$ cat config.mk
export PLATFORM = sky130hd
export DESIGN_NAME = dram_loader_flat
export DESIGN_NICKNAME = d
export VERILOG_FILES = /design/src/rtl/dram_pkg.sv /design/src/rtl/dram_loader_if.sv /design/src/rtl/dram_parity_gen.sv /design/src/rtl/dram_loader.sv /design/src/flat_wrapper.sv
export SDC_FILE = /design/constraint.sdc
export NUM_CORES = 1
export LEC_CHECK = 0
export CORE_UTILIZATION = 40
export DETAILED_ROUTE_END_ITERATION = 10
export PLACE_DENSITY = 0.82
export SLEW_MARGIN = 20
export SYNTH_ARGS = -nofsm -noshare
export SYNTH_HDL_FRONTEND = slang
export SYNTH_SLANG_ARGS = --single-unit
$ cat constraint.sdc
create_clock -name clk -period 1.58 [get_ports clk]
set_clock_uncertainty 0.1 [all_clocks]
set_input_delay 0.237 -clock clk [delete_from_list [all_inputs] [get_ports clk]]
set_output_delay 0.237 -clock clk [all_outputs]
set_load 0.01 [all_outputs]
$ cat src/rtl/dram_pkg.sv
// Shared definitions for the IR dispatch RAM (DRAM) and its loader.
// Entry layout, MSB first: A[0:2] B[0:2] P J[1:4] J[7:10].
// The IR read side uses the same field offsets so both ends agree on layout.
package dram_pkg;

    localparam int DRAM_WIDTH     = 15;
    localparam int DRAM_SIZE      = 512;
    localparam int DRAM_ADDR_BITS = $clog2(DRAM_SIZE);

    // Field offsets as little-endian bit indices into the 15-bit entry.
    localparam int A_HI    = 14;
    localparam int A_LO    = 12;
    localparam int B_HI    = 11;
    localparam int B_LO    = 9;
    localparam int P_BIT   = 8;   // index 6 counted from the MSB
    localparam int J_HI_HI = 7;   // J[1:4]
    localparam int J_HI_LO = 4;
    localparam int J_LO_HI = 3;   // J[7:10]
    localparam int J_LO_LO = 0;

    typedef enum logic [1:0] {
        OP_SETADR = 2'b00,
        OP_WRITE  = 2'b01,
        OP_READ   = 2'b10,
        OP_FILL   = 2'b11
    } cmd_op_e;

endpackage

$ cat src/rtl/dram_loader_if.sv
// Console/diagnostic command and read-back response bundle for dram_loader.
// master: command source (console front end); slave: the loader.
//   cmdValid/cmdReady/cmdOp/cmdAddr/cmdData/genPar : command handshake
//   rspValid/rspData/rspParErr                     : read-back result
interface dram_loader_if;
    import dram_pkg::*;

    logic                      cmdValid;
    logic                      cmdReady;
    cmd_op_e                   cmdOp;
    logic [DRAM_ADDR_BITS-1:0] cmdAddr;
    logic [DRAM_WIDTH-1:0]     cmdData;
    logic                      genPar;
    logic                      rspValid;
    logic [DRAM_WIDTH-1:0]     rspData;
    logic                      rspParErr;

    modport master (
        output cmdValid, cmdOp, cmdAddr, cmdData, genPar,
        input  cmdReady, rspValid, rspData, rspParErr
    );

    modport slave (
        input  cmdValid, cmdOp, cmdAddr, cmdData, genPar,
        output cmdReady, rspValid, rspData, rspParErr
    );

endinterface

$ cat src/rtl/dram_parity_gen.sv
// Combinational odd-parity helper for DRAM entries.
//   entry  : 15-bit entry in
//   fixed  : entry with P replaced so the whole word has odd parity
//   odd_ok : 1 when the entry as given already has odd parity
module dram_parity_gen
    import dram_pkg::*;
(
    input  logic [DRAM_WIDTH-1:0] entry,
    output logic [DRAM_WIDTH-1:0] fixed,
    output logic                  odd_ok
);

    always_comb begin
        fixed        = entry;
        // Parity over the other 14 bits: remove P's own contribution.
        fixed[P_BIT] = ~(^entry ^ entry[P_BIT]);
        odd_ok       = ^entry;
    end

endmodule

$ cat src/rtl/dram_loader.sv
// Writer/verifier for the IR dispatch RAM. Takes single commands over the
// cmd interface (SETADR / WRITE / READ / FILL), drives the DRAM write port,
// inserts odd parity on request and checks parity on read-back.
//   clk, reset : clock and asynchronous active-high reset
//   cmd        : command/response interface (slave side)
//   dramAddr   : DRAM address (always the current pointer)
//   dramDin    : DRAM write data, zero except while writing
//   dramWe     : one strobe per written entry
//   dramDout   : DRAM read data, one cycle after address
//   curAddr    : current address pointer
//   busy       : a command is in progress
module dram_loader
    import dram_pkg::*;
(
    input  logic                      clk,
    input  logic                      reset,
    dram_loader_if.slave              cmd,
    output logic [DRAM_ADDR_BITS-1:0] dramAddr,
    output logic [DRAM_WIDTH-1:0]     dramDin,
    output logic                      dramWe,
    input  logic [DRAM_WIDTH-1:0]     dramDout,
    output logic [DRAM_ADDR_BITS-1:0] curAddr,
    output logic                      busy
);

    typedef enum logic [2:0] {
        S_IDLE,
        S_WR,
        S_RD0,
        S_RD1,
        S_FL
    } state_e;

    state_e                    state_reg, state_next;
    logic [DRAM_ADDR_BITS-1:0] cur_addr_reg, cur_addr_next;
    logic [DRAM_ADDR_BITS-1:0] end_reg, end_next;
    logic [DRAM_WIDTH-1:0]     entry_reg, entry_next;
    logic                      rsp_valid_reg, rsp_valid_next;
    logic [DRAM_WIDTH-1:0]     rsp_data_reg, rsp_data_next;
    logic                      rsp_par_err_reg, rsp_par_err_next;

    // One parity unit shared between write insertion (IDLE, on cmdData)
    // and read check (RD1, on dramDout); the two never happen together.
    logic [DRAM_WIDTH-1:0] par_in;
    logic [DRAM_WIDTH-1:0] par_fixed;
    logic                  par_odd_ok;

    dram_parity_gen u_parity (
        .entry  (par_in),
        .fixed  (par_fixed),
        .odd_ok (par_odd_ok)
    );

    always_ff @(posedge clk or posedge reset) begin
        if (reset) begin
            state_reg       <= S_IDLE;
            cur_addr_reg    <= '0;
            end_reg         <= '0;
            entry_reg       <= '0;
            rsp_valid_reg   <= 1'b0;
            rsp_data_reg    <= '0;
            rsp_par_err_reg <= 1'b0;
        end else begin
            state_reg       <= state_next;
            cur_addr_reg    <= cur_addr_next;
            end_reg         <= end_next;
            entry_reg       <= entry_next;
            rsp_valid_reg   <= rsp_valid_next;
            rsp_data_reg    <= rsp_data_next;
            rsp_par_err_reg <= rsp_par_err_next;
        end
    end

    always_comb begin
        state_next       = state_reg;
        cur_addr_next    = cur_addr_reg;
        end_next         = end_reg;
        entry_next       = entry_reg;
        rsp_valid_next   = 1'b0;
        rsp_data_next    = rsp_data_reg;
        rsp_par_err_next = rsp_par_err_reg;
        par_in           = cmd.cmdData;
        dramWe           = 1'b0;
        dramDin          = '0;

        case (state_reg)
            S_IDLE: begin
                if (cmd.cmdValid) begin
                    case (cmd.cmdOp)
                        OP_SETADR: cur_addr_next = cmd.cmdAddr;
                        OP_WRITE: begin
                            entry_next = cmd.genPar ? par_fixed : cmd.cmdData;
                            state_next = S_WR;
                        end
                        OP_READ: state_next = S_RD0;
                        OP_FILL: begin
                            entry_next = cmd.genPar ? par_fixed : cmd.cmdData;
                            end_next   = cmd.cmdAddr;
                            state_next = S_FL;
                        end
                        default: state_next = S_IDLE;
                    endcase
                end
            end
            S_WR: begin
                dramWe        = 1'b1;
                dramDin       = entry_reg;
                cur_addr_next = cur_addr_reg + DRAM_ADDR_BITS'(1);
                state_next    = S_IDLE;
            end
            S_RD0: begin
                // Address presented now; DRAM data is valid during RD1.
                state_next = S_RD1;
            end
            S_RD1: begin
                par_in           = dramDout;
                rsp_data_next    = dramDout;
                rsp_par_err_next = ~par_odd_ok;
                rsp_valid_next   = 1'b1;
                cur_addr_next    = cur_addr_reg + DRAM_ADDR_BITS'(1);
                state_next       = S_IDLE;
            end
            S_FL: begin
                dramWe        = 1'b1;
                dramDin       = entry_reg;
                cur_addr_next = cur_addr_reg + DRAM_ADDR_BITS'(1);
                // Natural 9-bit wrap lets end < start run through 511 -> 0.
                if (cur_addr_reg == end_reg) begin
                    state_next = S_IDLE;
                end
            end
            default: state_next = S_IDLE;
        endcase
    end

    assign dramAddr      = cur_addr_reg;
    assign curAddr       = cur_addr_reg;
    assign busy          = (state_reg != S_IDLE);
    assign cmd.cmdReady  = (state_reg == S_IDLE);
    assign cmd.rspValid  = rsp_valid_reg;
    assign cmd.rspData   = rsp_data_reg;
    assign cmd.rspParErr = rsp_par_err_reg;

endmodule

$ cat src/flat_wrapper.sv
// flat-port wrapper written by rule: the top's interface ports become plain ports
module dram_loader_flat import dram_pkg::*;
  (clk, reset, dramAddr, dramDin, dramWe, dramDout, curAddr, busy, cmd_cmdValid, cmd_cmdOp, cmd_cmdAddr, cmd_cmdData, cmd_genPar, cmd_cmdReady, cmd_rspValid, cmd_rspData, cmd_rspParErr);
  dram_loader_if cmd_i ();
  input  logic clk;
  input  logic reset;
  output logic [DRAM_ADDR_BITS-1:0] dramAddr;
  output logic [DRAM_WIDTH-1:0] dramDin;
  output logic dramWe;
  input  logic [DRAM_WIDTH-1:0] dramDout;
  output logic [DRAM_ADDR_BITS-1:0] curAddr;
  output logic busy;
  input wire logic [$bits(cmd_i.cmdValid)-1:0] cmd_cmdValid;
  input wire logic [$bits(cmd_i.cmdOp)-1:0] cmd_cmdOp;
  input wire logic [$bits(cmd_i.cmdAddr)-1:0] cmd_cmdAddr;
  input wire logic [$bits(cmd_i.cmdData)-1:0] cmd_cmdData;
  input wire logic [$bits(cmd_i.genPar)-1:0] cmd_genPar;
  output wire logic [$bits(cmd_i.cmdReady)-1:0] cmd_cmdReady;
  output wire logic [$bits(cmd_i.rspValid)-1:0] cmd_rspValid;
  output wire logic [$bits(cmd_i.rspData)-1:0] cmd_rspData;
  output wire logic [$bits(cmd_i.rspParErr)-1:0] cmd_rspParErr;
  assign cmd_i.cmdValid = cmd_cmdValid;
  assign cmd_i.cmdOp = cmd_cmdOp;
  assign cmd_i.cmdAddr = cmd_cmdAddr;
  assign cmd_i.cmdData = cmd_cmdData;
  assign cmd_i.genPar = cmd_genPar;
  assign cmd_cmdReady = cmd_i.cmdReady;
  assign cmd_rspValid = cmd_i.rspValid;
  assign cmd_rspData = cmd_i.rspData;
  assign cmd_rspParErr = cmd_i.rspParErr;
  dram_loader u_core (.clk(clk), .reset(reset), .cmd(cmd_i), .dramAddr(dramAddr), .dramDin(dramDin), .dramWe(dramWe), .dramDout(dramDout), .curAddr(curAddr), .busy(busy));
endmodule
==> impl_metrics.yaml <==
clocking:
  path_clk_slew_ns: 0.10
  cts_root_buf: "sky130_fd_sc_hd__clkbuf_8"
  cts_inserted_buffers: 5
  tritoncts: "built"
  clock_latency_ns: 0.31
  holdBufCountCts: 0
  htree_levels: 2
  clock_sink_count: 53
  ctsLongestPathBuffers: 2
synth:
  synth.yosys.seq_area_share: 0.4532
  synthesis.yosys.warnings: 0
  synth_top_area_cell: "sky130_fd_sc_hd__dfrtp_1"
  async_reset_ff_frac: 1.000
  synth_top_area_frac: 0.4532
  synth_cell_types: 39
  yosys_most_used_dff: "sky130_fd_sc_hd__dfrtp_1"
  synth.top_cells.by_count: "sky130_fd_sc_hd__nand2_1 (59), sky130_fd_sc_hd__dfrtp_1 (53), sky130_fd_sc_hd__a21oi_1 (30), sky130_fd_sc_hd__nor2_1 (21), sky130_fd_sc_hd__xnor2_1 (20)"
  synth_area_sq_mm: 0.002927
  synth_cells: 309
  postSynthNetCount: 355
  synth_edf_count: 0
  synth_most_common_cell: "sky130_fd_sc_hd__nand2_1"
  synth_seq_cells: 53
  synth.avg_cell_area_sq_um: 9.471
  synth_area_leaders: "sky130_fd_sc_hd__dfrtp_1 (45%), sky130_fd_sc_hd__nand2_1 (7.6%), sky130_fd_sc_hd__xnor2_1 (6.0%)"
power:
  p_sw_w: 0.004134
  p_comb_frac: 0.657
  p_leak_nw: 2.597
  net_switching_fraction_of_the_power: 0.4223
  clkPwrFrac: 0.079
  power.share.sequential: 0.265
  pwr_density_cell_mw_per_mm2: 1865
  finalPower_w: 0.009789
  internal-power_w: 0.005655
  vdd.ir_drop.worst_mv: 0.7747
floorplan:
  die_height_um: 87.54
  floorplan.die.width_um: 87.54
  std_cell_rows: 30
  ioPinCount: 98
  fp.dieArea_sq_mm: 0.007662
  start_util: 0.4214
  placeableCoreArea_sq_mm: 0.006944
layout:
  syn_to_final_growth_pct: 79.39
  layout-drive-gt1-share: 0.4786
  design.final.nets: 513
  postLayoutCoreUtil: 0.7560
  fillCellCount: 403
placement:
  place.detailed.hpwl_um: 6152
  numPortBuffers: 97
  gp_routability_congestion: 0.8473
routing:
  detail_route_antenna_nets: 0
  wl_per_cell_um: 20.29
  firstDrtPassIters: 5
  drt_iter0_drc: 264
  detailroute.via_count: 3075
  drt_drc_violations_left: 0
  routed_wl_um: 11470
  route.detailed.vias_per_inst: 5.442
sta:
  max_freq_mhz: 507.2
  post-route-worst-setup-slack_ns: -0.3918
  worst_hold_slack_ns: 0.2397
  tightestPinTransition_ns: 0.3407
  finalCriticalPeriod_ns: 1.972
  final-setup-viol-count: 68
  report.final.hold_viol_count: 0
  final_max_slew_viol_count: 0
  final.period_utilization: 1.248
  rsz0062_at_grt: "true"
  finalSetupTns_ns: -16.03
  relSlewSlack: 0.7700
job:
  max_cap_viols: 0
setup_path:
  r2r_end: "u_core.entry_reg[8]$_DFFE_PP0P_"
  crit_path_end_kind: "register"
  reg2reg_slack_ns: -0.36
  timing.critical_path.from: "cmd_cmdData[2]"
  critical_path_required_ns: 1.65
  crit-reg2reg-launch: "u_core.state_reg[0]$_DFFE_PP0P_"
  cp_data_arrival_time_ns: 2.04
  critPathLaunchType: "input pin"
  criticalPathCategory: "in2reg"
  worst_setup_path_endpoint: "u_core.entry_reg[8]$_DFFE_PP0P_"
  ff2ff_path_depth: 8
  worst-path-max-fanout: 2
global_routing:
  grt-ovfl-total: 0
  grt_pass1_wl_um: 14840
  antenna_found_initial: 1
  via_count_of_the_first_global_routing_pass: 2921
  pin_count_of_the_biggest_net_entering_global_routing: 54
  grtUsageTotal: 0.2582
worst_hold_path:
  hold_path.class: "in2async"
run_status:
  violations: "negative setup slack"
  status: "finished with violations"
==> worst max-delay path: stages <==
cell and delay (ns):
sky130_fd_sc_hd__clkdlybuf4s50_1 0.55, sky130_fd_sc_hd__xnor3_1 0.46, sky130_fd_sc_hd__xnor2_1 0.18, sky130_fd_sc_hd__mux2i_2 0.13
sky130_fd_sc_hd__and3_1 0.21, sky130_fd_sc_hd__mux2i_1 0.15, sky130_fd_sc_hd__nand3_1 0.12
==> stage by stage <==
| step | area [sq um] | instances | worst slack (ns) |
|---|---|---|---|
| 6_report | 5250 | 565 | -0.3918 |
| 4_1_cts | 4730 | 558 | -0.3493 |
| 3_5_place_dp | 4367 | 530 | -0.6835 |
| 5_1_grt | 5250 | 565 | -0.4527 |
| 3_3_place_gp | 4367 | 530 | -0.6147 |
| 2_1_floorplan | 3009 | 309 | -0.1300 |
==> what timing repair did <==
| action | CTS | global route |
|---|---|---|
| setup buffers | 15 | 4 |
| resized for setup | 148 | 133 |
| gates cloned | 6 | 2 |
| endpoints found under the setup margin | 88 | 83 |
| pin swaps | 15 | 46 |
==> power groups by stage <==
stage | registers [W] | clock network (W) | logic (W)
after floorplan | 0.00260 | 0 | 0.00237
after global placement | 0.00248 | 0 | 0.00466
after detailed placement | 0.00253 | 0 | 0.00479
after CTS | 0.00247 | 0.000776 | 0.00512
after global routing | 0.00264 | 0.000849 | 0.00676
final | 0.00259 | 0.000769 | 0.00643
==> placed cells by master (no fill, tap or decap), types with 4 or more instances in the layout <==
cell type                          n
sky130_fd_sc_hd__buf_12            6
sky130_fd_sc_hd__buf_6            25
sky130_fd_sc_hd__xor2_1            8
sky130_fd_sc_hd__nand3_1           5
sky130_fd_sc_hd__a21oi_1          13
sky130_fd_sc_hd__dfrtp_1          48
sky130_fd_sc_hd__nor2_4           10
sky130_fd_sc_hd__clkdlybuf4s50_1  34
sky130_fd_sc_hd__o21ai_1           4
sky130_fd_sc_hd__nor2_2            8
sky130_fd_sc_hd__dlymetal6s2s_1   15
sky130_fd_sc_hd__dfrtp_2           5
sky130_fd_sc_hd__nor2_1            4
sky130_fd_sc_hd__o21ai_4           4
sky130_fd_sc_hd__dlygate4sd2_1    27
sky130_fd_sc_hd__xnor2_2           9
sky130_fd_sc_hd__and2_1            4
sky130_fd_sc_hd__and2_4           11
sky130_fd_sc_hd__nand2_2          19
sky130_fd_sc_hd__a21oi_2          17
sky130_fd_sc_hd__buf_2             7
sky130_fd_sc_hd__buf_4            49
sky130_fd_sc_hd__mux2i_1          14
sky130_fd_sc_hd__xnor2_1          11
sky130_fd_sc_hd__nand2_4          12
sky130_fd_sc_hd__inv_1             5
sky130_fd_sc_hd__clkbuf_8          5
sky130_fd_sc_hd__nand2_1          30
sky130_fd_sc_hd__mux2_2            9
==> logic make-up (layout without fill, tap and decap cells) <==
family / Yosys count / count (layout) / share of synthesized area
adders and majority gates: 1 / 1 / 0.004275
AOI/OAI and AO/OA: 47 / 50 / 0.08679
buffers and inverters: 30 / 185 / 0.05729
other: 0 / 1 / 0
muxes: 27 / 27 / 0.09748
xor gates and xnor gates: 32 / 32 / 0.1150
DFF: 53 / 53 / 0.4532
and+or+nand+nor: 119 / 120 / 0.1860
==> per-layer routing <==
layer	track usage	vias to the layer above	share of wire
met2	0.4361	159	0.49
met1	0.3305	1513	0.40
li1	-	1351	-
met3	0.03299	52	0.058
met4	0.1222	0	0.045
met5	0	-	0
==> cell type report <==
class | instances | area (sq um) | area share
Multi-Input combinational cell | 230 | 1986 | 0.3782
Timing Repair Buffer | 170 | 1694 | 0.3227
Sequential cell | 53 | 1333 | 0.2538
Tap cell | 96 | 120.1 | 0.02288
Clock buffer | 6 | 72.57 | 0.01382
Inverter | 7 | 32.53 | 0.006196
Clock inverter | 2 | 10.01 | 0.001907
Antenna cell | 1 | 2.502 | 0.0004766
==> worst min path at each step <==
| stage | slack (ns) | end | from |
|---|---|---|---|
| 2_1_floorplan | 0.20 | u_core.cmd.rspData[0]$_DFFE_PP0N_ | reset |
| 3_3_place_gp | 0.36 | u_core.cmd.rspData[3]$_DFFE_PP0N_ | u_core.cmd.rspData[3]$_DFFE_PP0N_ |
| 3_5_place_dp | 0.36 | u_core.cmd.rspData[10]$_DFFE_PP0N_ | u_core.cmd.rspData[10]$_DFFE_PP0N_ |
| 4_1_cts | 0.25 | u_core.curAddr[1]$_DFFE_PP0P_ | reset |
| 5_1_grt | 0.27 | u_core.end_reg[1]$_DFFE_PP0P_ | reset |
| 6_report | 0.24 | u_core.cmd.rspData[2]$_DFFE_PP0N_ | reset |
No activity file was read; power rests on OpenSTA's default activity.
